==> src/rtl/pipe_skid_reg.sv <==
// Elastic two-entry pipeline register (main + skid) with valid/ready handshakes.
// in_ready_o comes straight from the state register, so no ready path crosses the stage.
`timescale 1ns/1ps
module pipe_skid_reg #(
    parameter int DWIDTH = 32
) (
    input  logic              clk,
    input  logic              rst,
    input  logic              flush_i,
    input  logic              in_valid_i,
    output logic              in_ready_o,
    input  logic [DWIDTH-1:0] in_data_i,
    output logic              out_valid_o,
    input  logic              out_ready_i,
    output logic [DWIDTH-1:0] out_data_o
);

    typedef enum logic [1:0] {
        ST_EMPTY = 2'd0,
        ST_ONE   = 2'd1,
        ST_FULL  = 2'd2
    } state_t;

    state_t            r_state;
    state_t            w_state_nxt;
    logic [DWIDTH-1:0] r_main;
    logic [DWIDTH-1:0] r_skid;
    logic [DWIDTH-1:0] w_main_nxt;
    logic [DWIDTH-1:0] w_skid_nxt;
    logic              w_acc;
    logic              w_fire;

    assign out_valid_o = (r_state != ST_EMPTY);
    assign in_ready_o  = (r_state != ST_FULL) && !rst;
    assign out_data_o  = r_main;
    assign w_acc       = in_valid_i && in_ready_o;
    assign w_fire      = out_valid_o && out_ready_i;

    // Next-state and storage update; flush discards everything, including a same-cycle accept.
    always_comb begin
        w_state_nxt = r_state;
        w_main_nxt  = r_main;
        w_skid_nxt  = r_skid;
        if (flush_i) begin
            w_state_nxt = ST_EMPTY;
            w_main_nxt  = {DWIDTH{1'b0}};
            w_skid_nxt  = {DWIDTH{1'b0}};
        end else begin
            case (r_state)
                ST_EMPTY: begin
                    if (w_acc) begin
                        w_state_nxt = ST_ONE;
                        w_main_nxt  = in_data_i;
                    end else begin
                        w_state_nxt = ST_EMPTY;
                    end
                end
                ST_ONE: begin
                    if (w_acc && w_fire) begin
                        w_state_nxt = ST_ONE;
                        w_main_nxt  = in_data_i;
                    end else if (w_acc) begin
                        w_state_nxt = ST_FULL;
                        w_skid_nxt  = in_data_i;
                    end else if (w_fire) begin
                        // main keeps its stale word; consumers ignore it while invalid
                        w_state_nxt = ST_EMPTY;
                    end else begin
                        w_state_nxt = ST_ONE;
                    end
                end
                ST_FULL: begin
                    if (w_fire) begin
                        w_state_nxt = ST_ONE;
                        w_main_nxt  = r_skid;
                    end else begin
                        w_state_nxt = ST_FULL;
                    end
                end
                default: begin
                    w_state_nxt = ST_EMPTY;
                    w_main_nxt  = {DWIDTH{1'b0}};
                    w_skid_nxt  = {DWIDTH{1'b0}};
                end
            endcase
        end
    end

    // State and storage registers with synchronous reset.
    always_ff @(posedge clk) begin
        if (rst) begin
            r_state <= ST_EMPTY;
            r_main  <= {DWIDTH{1'b0}};
            r_skid  <= {DWIDTH{1'b0}};
        end else begin
            r_state <= w_state_nxt;
            r_main  <= w_main_nxt;
            r_skid  <= w_skid_nxt;
        end
    end

endmodule

==> config.mk <==
export PLATFORM = sky130hd
export DESIGN_NAME = pipe_skid_reg
export DESIGN_NICKNAME = d
export VERILOG_FILES = /design/src/rtl/pipe_skid_reg.sv
export SDC_FILE = /design/constraint.sdc
export NUM_CORES = 1
export LEC_CHECK = 0
export ABC_AREA = 1
export CORE_MARGIN = 2
export CORE_UTILIZATION = 40
export CTS_CLUSTER_SIZE = 14
export DETAILED_ROUTE_END_ITERATION = 12
export PLACE_DENSITY = 0.65
export SLEW_MARGIN = 20
export SYNTH_ARGS = -nofsm -noshare
export SYNTH_HDL_FRONTEND = slang
export SYNTH_SLANG_ARGS = --single-unit
==> constraint.sdc <==
create_clock -name clk -period 2.05 [get_ports clk]
set_input_delay 0.3075 -clock clk [delete_from_list [all_inputs] [get_ports clk]]
set_output_delay 0.3075 -clock clk [all_outputs]
set_load 0.05 [all_outputs]
* Yosys cells after proc, flatten, opt, wreduce, memory -nomap -nowiden
Index checks and enable logic that the tools add are counted.
** Cells by class
- Eq/ne operators :: 8
- Reductions and logical operators :: 11
- Muxes and demuxes :: 12
- Bitwise gates (word level) :: 1
** Operators with widths (number)
- $mux W32 :: 4
- $pmux W32 S3 :: 1
- $pmux W32 S2 :: 1
- $ne A2 B2 Y1 const B :: 6
- $mux W2 :: 3
- $pmux W2 S3 :: 1
- $reduce_and A3 Y1 :: 2
- $logic_and A1 B1 Y1 :: 4
- $reduce_or A2 Y1 :: 2
- $eq A2 B1 Y1 const B :: 1
- $eq A2 B2 Y1 const B :: 1
- $logic_not A2 Y1 :: 1
- $mux W1 :: 2
- $reduce_bool A2 Y1 :: 1
- $logic_not A1 Y1 :: 1
- $not A1 Y1 :: 1
** Word-level totals
- Input bits :: 37
- Register bits :: 66
- Word-level logic and storage cells :: 35
- Output and inout port bits :: 34

* Longest topological paths before layout
Gate-level depths: netlist of the first run.
- Word-level depth :: 6
- Mapped depth :: 14
- Depth with buffers taken out :: 12

* Worst setup path before layout of the first run
No wires, ideal clock.
- Path type :: register -> register
- From :: register r_state[1]
- To :: register r_skid[0]
- Buffers on the path :: 3
- Slack :: 0.230 ns
- Data required time :: 1.918 ns
- Clock period less this slack :: 1.820 ns
- Library setup time :: 0.132 ns
- Cell stages (with the launch flop) :: 12
- Data arrival time :: 1.688 ns
- Cells stage by stage :: dfxtp_1 > buf_6 > nand2_1 > nand3_2 > inv_2 > buf_4 > ha_1 > nor2_2 > nand4_1 > buf_2 > nand3_1 > a21oi_1
** Between the ends
- Cells in the longest elaborated chain, start to end :: 6
- Elaborated cells on any way between the ends :: 15
- Those cells by class :: 5 x eq/ne; 1 x mux; 1 x bitwise; 8 x reduce/logical
** Ends and longest elaborated chain
- start: declaration :: line 24 : state_t r_state;
- start signal: assignment :: line 96 : r_state <= w_state_nxt;
- $ne A2 B2 Y1 :: line 34 : assign in_ready_o = (r_state != ST_FULL) && !rst;
- $logic_and A1 B1 Y1 :: line 34
- $logic_and A1 B1 Y1 :: line 36 : assign w_acc = in_valid_i && in_ready_o;
- $logic_and A1 B1 Y1 :: line 59 : if (w_acc && w_fire) begin
- $ne A2 B2 Y1 (no source line)
- $reduce_and A3 Y1 (no source line)
- end signal: assignment :: line 94 : r_skid <= {DWIDTH{1'b0}};
- end signal: assignment :: line 98 : r_skid <= w_skid_nxt;
- end: declaration :: line 27 : logic [DWIDTH-1:0] r_skid;
Several ways; a longest one is shown, not always the timed one.
A chain may end at the register's enable or synchronous reset.

* Final worst setup path of the first run
- From :: register r_main[18] (netlist: out_data_o[18])
- To :: output out_data_o[18]
** RTL lines
- start: declaration :: line 26 : logic [DWIDTH-1:0] r_main;
- start signal: assignment :: line 93 : r_main <= {DWIDTH{1'b0}};
- start signal: assignment :: line 97 : r_main <= w_main_nxt;
- end: declaration :: line 15 : output logic [DWIDTH-1:0] out_data_o
No word-level cell between the ends.

==> Implementation_results.wiki, run 1 <==
{| class="wikitable"
! Metric !! Value
|-
| Synthesized cell area || 3280 µm²
|-
| Synthesized net count || 498
|-
| Library cells used by synthesis || 20
|-
| Max-slew violation total from the final report || 0
|-
| Cell types with the largest area share after synthesis || sky130_fd_sc_hd__dfxtp_1 40%, sky130_fd_sc_hd__nand3b_1 15%, sky130_fd_sc_hd__nand2_1 12%, sky130_fd_sc_hd__nand3_1 10%, sky130_fd_sc_hd__a21oi_1 9.9%
|-
| Number of filler cells placed in the layout || 779
|-
| Clock buffer count from CTS || 9
|-
| Max stage delay cell, worst path || sky130_fd_sc_hd__clkdlybuf4s50_1
|-
| Post-DP HPWL || 5.19 mm
|-
| Critical Setup Path Class || flop to output port
|-
| DRC violations left || 0
|-
| GRT overflow || 0
|-
| Worst vdd rail ir drop || 0.349 mV
|-
| Number of hold buffers added after cts || 0
|-
| Max capacitance violation total || 0
|-
| DRT antenna net count || 0
|-
| Unrepaired setup endpoints after global routing || false
|-
| Worst-margin pin slew || 501 ps
|-
| Clock tree from TritonCTS || yes
|-
| Setup repair bufs after CTS || 0
|-
| # resized after CTS || 0
|-
| Class of the most critical hold timing path || flop to flop
|-
| Number of warnings reported in the yosys synthesis log || 0
|-
| Gp weighted congestion || 0.759
|-
| Max clock buf depth || 2
|-
| Count of pins on the block boundary || 71
|-
| Static leakage || 1.64 nW
|-
| Sequential element share of the synthesized area || 40.3%
|-
| Reg clk slew, reported paths || 70 ps
|-
| Ratio of final minimum period to clock period || 88.4%
|-
| Cell family with most CP delay || buffers and inverters
|-
| Outcome || finished clean
|-
| Portion of synthesized cell area occupied by the leading cell type || 40.3%
|-
| Num Clock Sinks || 66
|-
| Setup violations, final || 0
|-
| Sum of internal, switching and leakage power || 2.97 mW
|-
| Starting density of the core || 40.5%
|-
| Final nets || 557
|-
| Die width || 94.5 µm
|-
| Area Growth Syn to Fin || 32.0%
|-
| Crit path largest cell delay || 810 ps
|-
| Pre-CTS setup slack || 41.7 ps
|-
| Number of global-route vias before repair || 3070
|-
| Number of buffers inserted by port buffering || 70
|-
| Max H-tree Level || 3
|-
| DR vias || 3284
|-
| CP bufs+invs || 1
|-
| Smallest setup slack after layout || 237 ps
|-
| Worst-path maximum fanout || 2
|-
| Post-route cell area || 4330 µm²
|-
| Number of diodes added for antenna fixing || 0
|-
| Nature of the critical path endpoint || output port
|-
| Number of storage elements in the synthesis netlist || 66
|-
| Total power per unit cell area || 687 nW/µm²
|-
| Post-Synthesis Cells || 459
|-
| Final TNS setup || 0 ps
|-
| Clock network latency to the later pin of the worst-skew pair || 340 ps
|-
| Gr usage total || 20.4%
|-
| Type of origin of the critical path || flop
|-
| Max transition margin || 66.5%
|-
| Most used cells in the layout excluding fill and tap cells || 103 x sky130_fd_sc_hd__nand2_1, 68 x sky130_fd_sc_hd__clkdlybuf4s50_1, 66 x sky130_fd_sc_hd__nand3_1, 66 x sky130_fd_sc_hd__dfxtp_1, 65 x sky130_fd_sc_hd__a21oi_1
|-
| Final core occ || 53.5%
|-
| 1st-pass router iterations || 4
|-
| Wire length of the first global-routing pass || 14.5 mm
|-
| Cell row count || 33
|-
| Layout Skew || 4.71 ps
|-
| WP data arrival || 1510 ps
|-
| Leading cell type in the layout, fill and taps excluded || sky130_fd_sc_hd__nand2_1
|-
| Root Buffer || sky130_fd_sc_hd__clkbuf_8
|-
| Violation count after the first detailed-route iteration || 215
|-
| Antenna violations before repair || 0
|-
| Height of the die || 94.5 µm
|-
| Critical path, cell by cell || clkdlybuf4s50_1
|-
| Minimum hold slack || 481 ps
|-
| Avg WL per Cell || 13.7 µm
|-
| Floorplan die area || 8940 µm²
|-
| Vias per Instance || 5.24
|-
| Core area || 8090 µm²
|-
| Dpl cell area || 4120 µm²
|-
| CP required || 1740 ps
|-
| Achievable Freq || 552 MHz
|-
| Dominant cell type by area after synthesis || sky130_fd_sc_hd__dfxtp_1
|-
| Number of endpoints with negative hold slack in the final report || 0
|-
| Total wire length || 8.59 mm
|-
| Share of cells above drive strength 1 || 7.85%
|-
| Minimum clock period after layout || 1810 ps
|-
| Number of cells in the finished layout apart from fillers || 627
|-
| Maximum number of pins on one net before global-route repair || 40
|-
| Placed insts || 612
|-
| Syn avg cell area || 7.14 µm²
|}
## layer usage
metal	part of all wire [%]	vias to the layer above	track usage (%)
li1	-	1652	-
met1	46	1514	26.1
met2	47	107	33.8
met3	6.0	11	5.51
met4	1.5	0	5.68
met5	0	-	0
## power breakdown
part / switching [mW] / total [mW] / internal, mW
combinational: 0.291 / 0.509 / 0.218
sequential: 0.0159 / 1.33 / 1.31
clock: 0.480 / 1.13 / 0.654
total: 0.787 / 2.97 / 2.18
## worst paths after layout
kind	from	to	slack [ps]	cells past startpoint
worst min register to register	r_skid[9]$_SDFFE_PP0P_	r_skid[9]$_SDFFE_PP0P_	480	2
worst max register to register	r_state[1]$_SDFF_PP0_	out_data_o[8]$_SDFFE_PP0P_	350	9
worst max-delay path	out_data_o[18]$_SDFFE_PP0P_	out_data_o[18]	240	1
worst min-delay path	r_skid[9]$_SDFFE_PP0P_	r_skid[9]$_SDFFE_PP0P_	480	2
## cells in the mapped netlist (all sizes together)
cell type	n
buf	26
nand3b	64
ha	2
nor2	38
nand2	104
nand4	1
a31oi	1
nand3	67
dfxtp	66
clkinv	1
clkbuf	14
inv	10
a21oi	65
## layout make-up
class	instances	area [µm²]	area share, %
Multi-Input combinational cell	342	1720	39.8
Sequential cell	66	1320	30.5
Timing Repair Buffer	88	906	20.9
Clock buffer	13	169	3.90
Tap cell	105	131	3.04
Inverter	11	41.3	0.954
Clock inverter	2	35.0	0.809
## sequential cells by signal, summed over array words and instances, names as in the netlist
name	flops
out_data_o	32
r_state	2
r_skid	32
## cell families after synthesis
logic type / share of synthesized area [%]
AOI/OAI and AO/OA: 10.1
adders and majority gates: 0.763
and+or+nand+nor: 41.7
DFF: 40.3
buffers and inverters: 7.10
Power figures use the tool's default switching activity.
==> run 2, diff against run 1 <==
--- a/config.mk
+++ b/config.mk
@@ -15,3 +15,4 @@
 export SYNTH_ARGS = -nofsm -noshare
 export SYNTH_HDL_FRONTEND = slang
 export SYNTH_SLANG_ARGS = --single-unit
+export TNS_END_PERCENT = 100
==> results of run 2 <==
Same layout as run 1: the final DEF is identical, and so are final timing and power.
==> run 3, diff against run 2 <==
--- a/config.mk
+++ b/config.mk
@@ -8,9 +8,12 @@
 export ABC_AREA = 1
 export CORE_MARGIN = 2
 export CORE_UTILIZATION = 40
+export CTS_CLUSTER_DIAMETER = 120
 export CTS_CLUSTER_SIZE = 14
 export DETAILED_ROUTE_END_ITERATION = 12
 export PLACE_DENSITY = 0.65
+export SKIP_CTS_REPAIR_TIMING = 1
+export SKIP_LAST_GASP = 1
 export SLEW_MARGIN = 20
 export SYNTH_ARGS = -nofsm -noshare
 export SYNTH_HDL_FRONTEND = slang
==> results of run 3 <==
Same layout as run 1: the final DEF is identical, and so are final timing and power.
